$ cat src/rtl/imm_ext_pkg.sv
// Shared definitions for the immediate-extension stage: mode encodings and mode type.
package imm_ext_pkg;

    typedef logic [1:0] imm_mode_t;

    localparam imm_mode_t MODE_ZERO   = 2'b00;
    localparam imm_mode_t MODE_SIGN   = 2'b01;
    localparam imm_mode_t MODE_UPPER  = 2'b10;
    localparam imm_mode_t MODE_BRANCH = 2'b11;

endpackage

$ cat src/rtl/imm_ext_fifo.sv
// Generic synchronous FIFO with flush, valid/ready on both sides, no pass-through path.
// Pointers wrap by explicit compare so DEPTH need not be a power of two.
module imm_ext_fifo #(
    parameter int WIDTH = 33,
    parameter int DEPTH = 2
) (
    input  logic             clk,
    input  logic             rst_n,
    input  logic             flush,
    input  logic             in_valid,
    output logic             in_ready,
    input  logic [WIDTH-1:0] in_data,
    output logic             out_valid,
    input  logic             out_ready,
    output logic [WIDTH-1:0] out_data
);

    localparam int PTR_W = (DEPTH > 1) ? $clog2(DEPTH) : 1;
    localparam int CNT_W = $clog2(DEPTH + 1);

    logic [WIDTH-1:0] mem [DEPTH];
    logic [PTR_W-1:0] wr_ptr;
    logic [PTR_W-1:0] rd_ptr;
    logic [CNT_W-1:0] count;
    logic             push;
    logic             pop;

    // Handshake: a transfer happens on a side exactly when its valid and ready are both high
    // at a rising edge; ready/valid depend only on count, so nothing passes through combinationally.
    assign in_ready  = (count != CNT_W'(DEPTH));
    assign out_valid = (count != '0);
    assign push      = in_valid & in_ready;
    assign pop       = out_valid & out_ready;
    assign out_data  = out_valid ? mem[rd_ptr] : '0;

    function automatic logic [PTR_W-1:0] next_ptr(input logic [PTR_W-1:0] p);
        return (p == PTR_W'(DEPTH - 1)) ? '0 : p + PTR_W'(1);
    endfunction

    always_ff @(posedge clk) begin
        if (!rst_n) begin
            wr_ptr <= '0;
            rd_ptr <= '0;
            count  <= '0;
        end else if (flush) begin
            wr_ptr <= '0;
            rd_ptr <= '0;
            count  <= '0;
        end else begin
            if (push) wr_ptr <= next_ptr(wr_ptr);
            if (pop)  rd_ptr <= next_ptr(rd_ptr);
            case ({push, pop})
                2'b10:   count <= count + CNT_W'(1);
                2'b01:   count <= count - CNT_W'(1);
                default: count <= count;
            endcase
        end
    end

    // Storage is never cleared; stale entries are hidden by the out_valid gating above.
    always_ff @(posedge clk) begin
        if (rst_n && !flush && push) mem[wr_ptr] <= in_data;
    end

endmodule

$ cat src/rtl/imm_extend_stage.sv
// Immediate-extension stage: zero/sign/upper(/branch) extension feeding a DEPTH-entry FIFO.
// Optional feature macro: IMM_EXT_BRANCH_EN (mode 11 = branch word offset instead of illegal).
module imm_extend_stage
    import imm_ext_pkg::*;
#(
    parameter int IN_W  = 16,
    parameter int OUT_W = 32,
    parameter int DEPTH = 2
) (
    input  logic             clk,
    input  logic             rst_n,
    input  logic             flush,
    input  logic             in_valid,
    output logic             in_ready,
    input  logic [IN_W-1:0]  in_imm,
    input  imm_mode_t        in_mode,
    output logic             out_valid,
    input  logic             out_ready,
    output logic [OUT_W-1:0] out_data,
    output logic             out_err
);

    logic [OUT_W-1:0] zero_ext;
    logic [OUT_W-1:0] sign_ext;
    logic [OUT_W-1:0] ext_data;
    logic             ext_err;
    logic [OUT_W:0]   fifo_out;

    assign zero_ext = {{(OUT_W - IN_W){1'b0}}, in_imm};
    assign sign_ext = {{(OUT_W - IN_W){in_imm[IN_W-1]}}, in_imm};

    always_comb begin
        ext_data = '0;
        ext_err  = 1'b0;
        case (in_mode)
            MODE_ZERO:  ext_data = zero_ext;
            MODE_SIGN:  ext_data = sign_ext;
            MODE_UPPER: ext_data = zero_ext << (OUT_W - IN_W);
            default: begin
`ifdef IMM_EXT_BRANCH_EN
                ext_data = sign_ext << 2;
`else
                ext_err  = 1'b1;
`endif
            end
        endcase
    end

    imm_ext_fifo #(
        .WIDTH (OUT_W + 1),
        .DEPTH (DEPTH)
    ) u_fifo (
        .clk       (clk),
        .rst_n     (rst_n),
        .flush     (flush),
        .in_valid  (in_valid),
        .in_ready  (in_ready),
        .in_data   ({ext_err, ext_data}),
        .out_valid (out_valid),
        .out_ready (out_ready),
        .out_data  (fifo_out)
    );

    assign out_data = fifo_out[OUT_W-1:0];
    assign out_err  = fifo_out[OUT_W];

endmodule
$ cat config.mk
export PLATFORM = sky130hd
export DESIGN_NAME = imm_extend_stage
export DESIGN_NICKNAME = d
export VERILOG_FILES = /design/src/rtl/imm_ext_pkg.sv /design/src/rtl/imm_ext_fifo.sv /design/src/rtl/imm_extend_stage.sv
export SDC_FILE = /design/constraint.sdc
export NUM_CORES = 1
export LEC_CHECK = 0
export BUFFER_PORTS_ARGS = -buffer_cell sky130_fd_sc_hd__buf_2
export CAP_MARGIN = 20
export CORE_AREA = 2 2 72 80
export CTS_BUF_LIST = sky130_fd_sc_hd__clkbuf_16
export DETAILED_ROUTE_END_ITERATION = 10
export DIE_AREA = 0 0 74 82
export PLACE_DENSITY = 0.86
export SYNTH_ARGS = -nofsm -noshare
export SYNTH_HDL_FRONTEND = slang
export SYNTH_SLANG_ARGS = --single-unit
$ cat constraint.sdc
create_clock -name clk -period 8.64 [get_ports clk]
set_input_delay 0.432 -clock clk [delete_from_list [all_inputs] [get_ports clk]]
set_output_delay 0.432 -clock clk [all_outputs]
set_load 0.01 [all_outputs]
==> results.md, run 1 <==
- Status: finished clean
- Crit start category: flop
- NumNets Final: 292
- Synthesis-to-layout area growth: 21.0%
- Initial DRC count: 204
- Die Area: 6070 um^2
- Fin cells: 348
- Total clock sinks: 71
- Slew HR: 32.6%
- Pwr/cell area: 219 nW/um^2
- Max_cap viols: 0
- Syn Inst Count: 208
- Kind of critical path: flop to output port
- Largest buffer count on any clock path: 2
- Final slew viol count: 0
- Yosys warns: 0
- Hold Path Class: input port to flop
- Vias: about 1800
- Distinct cell type count after synthesis: 26
- Syn nets: 232
- Max incr delay on CP: 1000 ps
- Worst endpoint required time: 8210 ps
- Routed wire length: 5290 um
- Share of cells above drive strength 1: between 30% and 40%
- LEAKAGE: 1.48 nW
- Async set-reset flop share out of synthesis: 0%
- CTS Buf Count: 9
- Postcts setup bufs: 0
- Slowest stage cell on the critical path: dfxtp_2
- Synth Flop Type: edfxtp_1
- H-tree lvl count: 3
- Final hold vios: 0
- Detail Placement HPWL: 3330 um
- Vias in the first global route: 1749
- Setup TNS: 0 ps
- VDD IR-drop max: about 170 uV
- Total power: 0.798 mW
- Drt first pass iters: 4
- Die boundary height: slightly above 80 um
- Worst-path clk slew: 50 ps
- Top-level port count: 58
- Synthesized area: around 3000 um^2
- Post-DR vias/cell: 5.12
- Worst path bufs/invs: 1
- Largest net degree at the start of global routing: 35
- Worst-Skew Late Latency: 320 ps
- RSZ-0062 raised after global routing: false
- Final setup viols: 0
- Flops & latches, synth: between 70 and 80
- CP arrival: around 1900 ps
- Post-Place Worst Slack: 6660 ps
- F_max: 434 MHz
- Core Util, Final: 68.8%
- Ant diodes: 0
- Routed length per instance: about 15 um
- Post-synth EDFFs: 66
- Die Width: 74 um
- Crit path max-delay family: flip-flops
- Setup ws final: 6340 ps
- Syn avg cell area: between 10 and 15 um^2
- CTS root buf: clkbuf_16
- Fin crit period: approximately 2300 ps
- Total placed cells including tap cells: 332
- DRC Markers: 0
- Initial antenna violation count: 0
- Port bufs: 57
- Resize count post-CTS: 0
- Starting Density: 56.8%
- Global-route wire length before repair: around 8200 um
- Seq/Total Area, Yosys: 69.3%
- CP max FO: 33
- Worst-Margin Slew: 1010 ps
- GR Overflow Total: 0
- Hold-fix buffers, CTS: 0
- Row count: 28
- CTS tree: done
- CP endpoint kind: output port
- Clk_skew: 3.02 ps
- Final ANT Viol Nets: 0
- Gr usage total: 18.9%
- Period Utilization, post-route: 26.7%
- RD Place Congestion: approximately 0.75
- Critical Path, Cell by Cell: mux2i_1 > nor2_1 > buf_2
- Core Area: 5290 um^2
layout make-up:
class	instances	area, um^2
clock buffer	9	225
clock inverter	7	65.1
fill	350	1650
inverter	3	11.3
multi-input combinational	122	843
sequential	71	2080
tap	75	93.8
timing repair buffer	61	315
sequential cells by signal, indices dropped and copies added, names as in the netlist, named ones only:
| name | flops |
|---|---|
| u_fifo.count | 2 |
| u_fifo.mem | 66 |
| u_fifo.rd_ptr | 1 |
| u_fifo.wr_ptr | 1 |
cells in the final DEF (no fill, tap or decap), drive strengths merged, types with 2 or more instances in the layout:
cell type / netlist / routed
inv: 3 / 4
clkbuf: 1 / 9
nor3: 2 / 2
dfxtp: 5 / 5
nand2b: 2 / 2
and2b: 6 / 6
a21o: 16 / 16
nor2: 37 / 37
nor2b: 12 / 12
and2: 2 / 2
buf: 11 / 61
o21ai: 2 / 2
mux2i: 33 / 33
a21oi: 2 / 2
xor2: 2 / 2
clkinv: 0 / 4
edfxtp: 66 / 66
synth_stat cells (2+ instances only):
cell	n	area, um^2
dfxtp_1	5	100
buf_4	4	30.0
a21oi_1	2	10.0
nor2_1	37	139
nand2b_1	2	12.5
xor2_1	2	17.5
inv_1	3	11.3
nor2b_1	11	68.8
edfxtp_1	66	1980
buf_6	2	22.5
a21o_1	16	120
o21ai_0	2	10.0
nor3_1	2	10.0
mux2i_1	33	330
buf_2	5	25.0
and2b_1	6	45.0
logic make-up (layout without fill, tap and decap cells):
group,after synthesis,in the layout,synth area share (%)
DFF,71,71,69.3
and+or+nand+nor,64,64,10.4
muxes,33,33,11.0
AOI/OAI and AO/OA,21,21,4.91
buffers and inverters,15,80,3.08
xor gates and xnor gates,3,3,0.874
adders and majority gates,1,1,0.416
worst reg2reg max path, delay by kind of cell, from the launching register on:
kind / cells / cell delay (ps)
buf+inv: 1 / 420
flops: 1 / 420
simple gates: 3 / 490
where the power goes:
group / leakage [nW] / internal [mW] / switching [mW]
clock network: 0.146 / 0.221 / 0.132
logic: 0.677 / 0.0239 / 0.0326
registers: 0.654 / 0.384 / 0.00413
metrics by stage:
stage / cell area [um^2] / hold WS, ps
2_1_floorplan: 3010 / 472
3_3_place_gp: 3350 / 485
3_5_place_dp: 3350 / 513
4_1_cts: 3640 / 393
5_1_grt: 3640 / 415
6_report: 3640 / 399
final timing paths:
kind / slack, ps / end / start / cells after the start
setup / recovery: 6340 / out_data[30] / flop / 3
hold / removal: 400 / u_fifo.wr_ptr / in_valid / 3
setup reg to reg: 6930 / u_fifo.mem[0][9] / u_fifo.count[0] / 4
hold reg to reg: 530 / u_fifo.rd_ptr / u_fifo.rd_ptr / 2
layer usage:
metal	GRT usage, %	wire, um	vias to the layer above
li1	-	-	870
met1	21.6	2200	860
met2	32.5	2760	42
met3	6.01	224	9
met4	8.18	103	0
met5	0	0	-
Note: power is estimated with default switching activity, not from simulation.
==> inputs of run 2 (changes only) <==
--- a/config.mk
+++ b/config.mk
@@ -7,11 +7,11 @@
 export LEC_CHECK = 0
 export BUFFER_PORTS_ARGS = -buffer_cell sky130_fd_sc_hd__buf_2
 export CAP_MARGIN = 20
-export CORE_AREA = 2 2 72 80
+export CORE_AREA = 2 2 75 84
 export CTS_BUF_LIST = sky130_fd_sc_hd__clkbuf_16
 export DETAILED_ROUTE_END_ITERATION = 10
-export DIE_AREA = 0 0 74 82
-export PLACE_DENSITY = 0.86
+export DIE_AREA = 0 0 77 86
+export PLACE_DENSITY = 0.8
 export SYNTH_ARGS = -nofsm -noshare
 export SYNTH_HDL_FRONTEND = slang
 export SYNTH_SLANG_ARGS = --single-unit
==> constraint.sdc (replaced) <==
create_clock -name clk -period 2.4 [get_ports clk]
set_input_delay 0.12 -clock clk [delete_from_list [all_inputs] [get_ports clk]]
set_output_delay 0.12 -clock clk [all_outputs]
set_load 0.01 [all_outputs]
==> run 2 against run 1 <==
Against the previous run: cell area up 1.4%; hold slack got worse by 320 ps; sequential share of layout area decreased by 0.82 points; count of clock-buffer cells in the layout did not move; global-route usage shrank 1.7 points; sequential power rose to 3.6 times the previous value; routed wire length increased by 2.3%; setup slack lost 5800 ps; utilization shrank 4.4 points; total power rose to 3.7 times the previous value; combinational power rose to 3.7 times the previous value; critical endpoint is now out_data[7]; highest routed layer unchanged.
==> results.md, run 2 (synthesis results as in run 1) <==
- Status: finished clean
- Resize count post-CTS: 0 (unchanged)
- Hold Path Class: input port to flop
- Worst endpoint required time: 2280 ps (-5930 ps)
- Metal3 WL: 239 um (+6.7%)
- CP arrival: 1720 ps (-150 ps)
- Top-level port count: 58 (unchanged)
- Global-route wire length before repair: 8530 um (+4.5%)
- Die Width: 77 um (+4.1%)
- Setup ws final: 561 ps (-5780 ps)
- Die Area: 6620 um^2 (+9.1%)
- Synthesis-to-layout area growth: 22.8%
- CP max FO: 16 (-52%)
- Fin crit period: 1840 ps
- Final ANT Viol Nets: 0 (unchanged)
- Routed length per instance: 15.4 um (+1.1%)
- Clk_skew: 5.86 ps (+2.85 ps)
- Core Area: 5730 um^2 (+8.4%)
- Starting Density: 52.4% (-4.4 points)
- WL met2: 2830 um (+2.5%)
- DP Area: 3380 um^2 (+0.90%)
- DRC Markers: 0 (unchanged)
- Vias in the first global route: 1804 (+3.1%)
- Worst-path clk slew: 60 ps (about the same)
- Post-DR vias/cell: 5.11 (-0.19%)
- Ant diodes: 0 (unchanged)
- Worst r2r src: u_fifo.count[0]
- RD Place Congestion: 0.735 (-1.8%)
- LEAKAGE: 1.50 nW (+1.8%)
- Most frequent cells in the layout: 66 x edfxtp_1, 57 x buf_2, 36 x nor2_1
- Row count: 29 (+3.6%)
- Initial antenna violation count: 0 (unchanged)
- Post-Place Worst Slack: 648 ps (-6010 ps)
- CTS Buf Count: 9 (unchanged)
- Largest net degree at the start of global routing: 35 (unchanged)
- Final slew viol count: 0 (unchanged)
- Gr usage total: 17.2% (-1.7 points)
- Vias: 1798 (+0.95%)
- F_max: 544 MHz
- Slew HR: 68.3% (+36 points)
- Max_cap viols: 0 (unchanged)
- Core Util, Final: 64.4% (-4.4 points)
- Largest buffer count on any clock path: 2 (unchanged)
- Final setup viols: 0 (unchanged)
- Total clock sinks: 71 (unchanged)
- CP endpoint kind: output port
- Worst-Margin Slew: 476 ps (-536 ps)
- Initial DRC count: 85 (-58%)
- Routed wire length: 5410 um (+2.3%)
- Routed length on met1: 2230 um (+1.2%)
- Hold-fix buffers, CTS: 0 (unchanged)
- RSZ-0062 raised after global routing: false
- Worst-Skew Late Latency: 330 ps (about the same)
- Final hold vios: 0 (unchanged)
- Critical Path, Cell by Cell: buf_4 > mux2i_1 > nor2_1 > buf_2
- GR Overflow Total: 0 (unchanged)
- Commonest non-fill, non-tap cell in the layout: edfxtp_1
- Slowest stage cell on the critical path: dfxtp_2
- Drt first pass iters: 4 (unchanged)
- Die boundary height: 86 um (+4.9%)
- Min Hold Slack: 75.8 ps (-324 ps)
- Max incr delay on CP: 630 ps (-370 ps)
- VDD IR-drop max: 584 uV (+250%)
- H-tree lvl count: 3 (unchanged)
- Fin area: 3690 um^2 (+1.4%)
- Top Registers: u_fifo.mem x66, u_fifo.count x2
- Max reg flops: 66 (unchanged)
- Port bufs: 57 (unchanged)
- NumNets Final: 294 (+0.68%)
- Pwr/cell area: 809 nW/um^2 (+270%)
- Share of cells above drive strength 1: 30.5% (+0.51 points)
- Top Metal Used: met4
- Crit start category: flop
- Top reg by flops: u_fifo.mem
- Reg2Reg Setup Slack: 640 ps (-6290 ps)
- Hold Crit Start: in_valid
- Postcts setup bufs: 0 (unchanged)
- Detail Placement HPWL: 3380 um (+1.7%)
- Kind of critical path: flop to output port
- CTS tree: done
- CTS root buf: clkbuf_16
- Period Utilization, post-route: 76.6%
## run 2: changes by cell type in the layout (fill, tap and decap cells not counted)
cell	change
buf_4	+2
nor3_2	-2
nor3_4	+2
bufinv_16	+1
clkinv_1	+1
clkinvlp_4	-1
inv_1	-1
## run 2: worst paths after layout
path                                     endpoint  depth (start not counted)
worst max register to register  u_fifo.mem[0][21]                          4
worst min register to register               flop                          2
worst min-delay path                u_fifo.wr_ptr                          3
worst max-delay path                  out_data[7]                          4
## run 2: final cells by class
class	instances	area (um^2)
clock buffer	9	225
clock inverter	7	87.6
fill	437	2040
inverter	3	11.3
multi-input combinational	122	856
sequential	71	2080
tap	77	96.3
timing repair buffer	63	330
## run 2: through the flow
step	power [mW]	TNS [ps]	std cells
floorplan	1.55	-6930	208
global placement	1.63	0	336
detailed placement	1.63	0	336
CTS	3.00	0	352
global route	3.08	0	352
finish	2.99	0	352
## run 2: critical path, delay by kind of cell (launching register included)
| kind | cells | cell delay (ps) |
|---|---|---|
| mux | 1 | 260 |
| flops | 1 | 630 |
| buf+inv | 2 | 450 |
| simple gates | 1 | 50 |
## run 2: power by group
part | total (mW) | internal (mW) | switching [mW]
Clock | 1.38 | 0.901 | 0.479
Sequential | 1.40 | 1.38 | 0.0116
Combinational | 0.210 | 0.0871 | 0.123
Total | 2.99 | 2.37 | 0.614
## run 2: metal layers
metal  vias up  global-route usage [%]
met3        10                    5.26
met1       879                    19.0
met2        41                    30.4
met5         -                       0
li1        868                       -
met4         0                    8.28
==> inputs of run 3 (changes only) <==
==> constraint.sdc (replaced) <==
create_clock -name clk -period 1.9 [get_ports clk]
set_input_delay 0.095 -clock clk [delete_from_list [all_inputs] [get_ports clk]]
set_output_delay 0.095 -clock clk [all_outputs]
set_load 0.01 [all_outputs]
==> run 3 against run 2 <==
Against the previous run: highest routed layer unchanged; clock skew is 2.1 ps lower; die area stayed put; cell area is 0.17% higher; first-iteration DRC count stayed put; setup slack worse by 290 ps; critical path type is now flop to flop; largest power group unchanged; critical endpoint is now u_fifo.count[1]; sequential cell count stayed put; routed wire length is 1.4% lower.
==> results.md, run 3 (synthesis results as in run 1) <==
- Setup TNS: 0 ps (unchanged)
- Detail Placement HPWL: 3280 um (-2.9%)
- CP endpoint kind: flop
- Initial DRC count: 85 (unchanged)
- Ant diodes: 0 (unchanged)
- RSZ-0062 raised after global routing: false
- Total clock sinks: 71 (unchanged)
- Resize count post-CTS: 0 (unchanged)
- F_max: 615 MHz
- Top-level port count: 58 (unchanged)
- Share of cells above drive strength 1: 30.8% (+0.22 points)
- Post-DR vias/cell: 4.99 (-2.4%)
- Die Area: 6620 um^2 (unchanged)
- Global-route wire length before repair: 8600 um (+0.89%)
- GR Overflow Total: 0 (unchanged)
- CTS Buf Count: 9 (unchanged)
- Die Width: 77 um (unchanged)
- Final setup viols: 0 (unchanged)
- Port bufs: 57 (unchanged)
- Largest net degree at the start of global routing: 35 (unchanged)
- Fin crit period: 1630 ps
- Synthesis-to-layout area growth: 23.0%
- Top Registers: u_fifo.mem x66, u_fifo.count x2
- Final hold vios: 0 (unchanged)
- Gr usage total: 17.4% (+0.18 points)
- Vias: 1745 (-2.9%)
- Die boundary height: 86 um (unchanged)
- Hold Path Class: input port to flop
- Drt first pass iters: 4 (unchanged)
- Core Area: 5730 um^2 (unchanged)
- CTS tree: done
- Slew HR: 74.6% (+6.3 points)
- Status: finished clean
- Worst-Skew Late Latency: 320 ps (about the same)
- H-tree lvl count: 3 (unchanged)
- Final slew viol count: 0 (unchanged)
- Max_cap viols: 0 (unchanged)
- Total placed cells including tap cells: 335 (-0.30%)
- Clk_skew: 3.76 ps (-2.10 ps)
- Routed wire length: 5330 um (-1.4%)
- VDD IR-drop max: 616 uV (+5.5%)
- Pwr/cell area: 971 nW/um^2 (+20%)
- Initial antenna violation count: 0 (unchanged)
- RD Place Congestion: 0.737 (+0.38%)
- Fin cells: 350 (-0.57%)
- Commonest non-fill, non-tap cell in the layout: edfxtp_1
- Crit start category: flop
- Hold-fix buffers, CTS: 0 (unchanged)
- Final ANT Viol Nets: 0 (unchanged)
- Worst-path clk slew: 50 ps (about the same)
- Worst-Margin Slew: 382 ps (-94.1 ps)
- Routed length per instance: 15.2 um (-0.88%)
- Top reg by flops: u_fifo.mem
- Vias in the first global route: 1797 (-0.39%)
- LEAKAGE: 1.49 nW (-0.73%)
- CP max FO: 5 (-11)
- CTS root buf: clkbuf_16
- Row count: 29 (unchanged)
- CP arrival: 1870 ps (+150 ps)
- NumNets Final: 293 (-0.34%)
- DRC Markers: 0 (unchanged)
- Max reg flops: 66 (unchanged)
- Worst endpoint required time: 2150 ps (-130 ps)
- Postcts setup bufs: 0 (unchanged)
- Most frequent cells in the layout: 66 x edfxtp_1, 57 x buf_2, 36 x nor2_1
- Starting Density: 52.4% (unchanged)
- Largest buffer count on any clock path: 2 (unchanged)
- Kind of critical path: flop to flop
- Period Utilization, post-route: 85.6%
run 3: changes by cell type in the layout (fill, tap and decap cells not counted):
cell       change
buf_4          -4
buf_12         +3
bufinv_16      -1
clkinv_1       +1
clkinv_4       -1
dfxtp_1        -1
dfxtp_2        +1
nand2_1        -1
nand2_2        +1
nand2b_1       -1
nand2b_4       +1
run 3: worst max-delay path: stages (launching register included):
cell	delay, ps
dfxtp_1	360
o21ai_0	290
inv_1	80
ha_1	330
or3_1	350
a21oi_1	140
run 3: worst paths after layout:
kind,start,end,slack [ps],cells past startpoint
max reg2reg,u_fifo.count[1],u_fifo.count[1],270,5
min reg2reg,u_fifo.rd_ptr,u_fifo.rd_ptr,520,2
max,u_fifo.count[1],u_fifo.count[1],270,5
min,in_valid,u_fifo.wr_ptr,80,3
run 3: cell type report:
cell class                 count  area, um^2
clock buffer                   9         225
clock inverter                 6        52.6
fill                         471        2040
inverter                       3        11.3
multi-input combinational    122         866
sequential                    71        2080
tap                           77        96.3
timing repair buffer          62         360
run 3: metal layers:
metal	part of all wire [%]	wire [um]	vias to the layer above	global-route usage [%]
met5	0	0	-	0
met4	2.2	117	0	8.60
met3	4.5	238	9	4.95
met2	51	2740	40	28.8
met1	42	2230	830	21.1
li1	-	-	866	-
run 3: stage by stage:
step,util (%),instance area [um^2],worst slack (ps),hold WS (ps),power (mW)
after global routing,64.5,3700,82.2,80.2,3.72
after CTS,64.5,3700,251,69.6,3.62
after global placement,59.6,3420,347,401,2.06
after floorplan,-,3040,0.936,260,1.96
after detailed placement,59.6,3420,260,403,2.07
final,64.5,3700,273,77.3,3.59
run 3: where the power goes:
group          switching (mW)  total (mW)  internal (mW)
registers              0.0115        1.76           1.75
logic                   0.158       0.273          0.115
clock network           0.563        1.55          0.990
total                   0.733        3.59           2.85
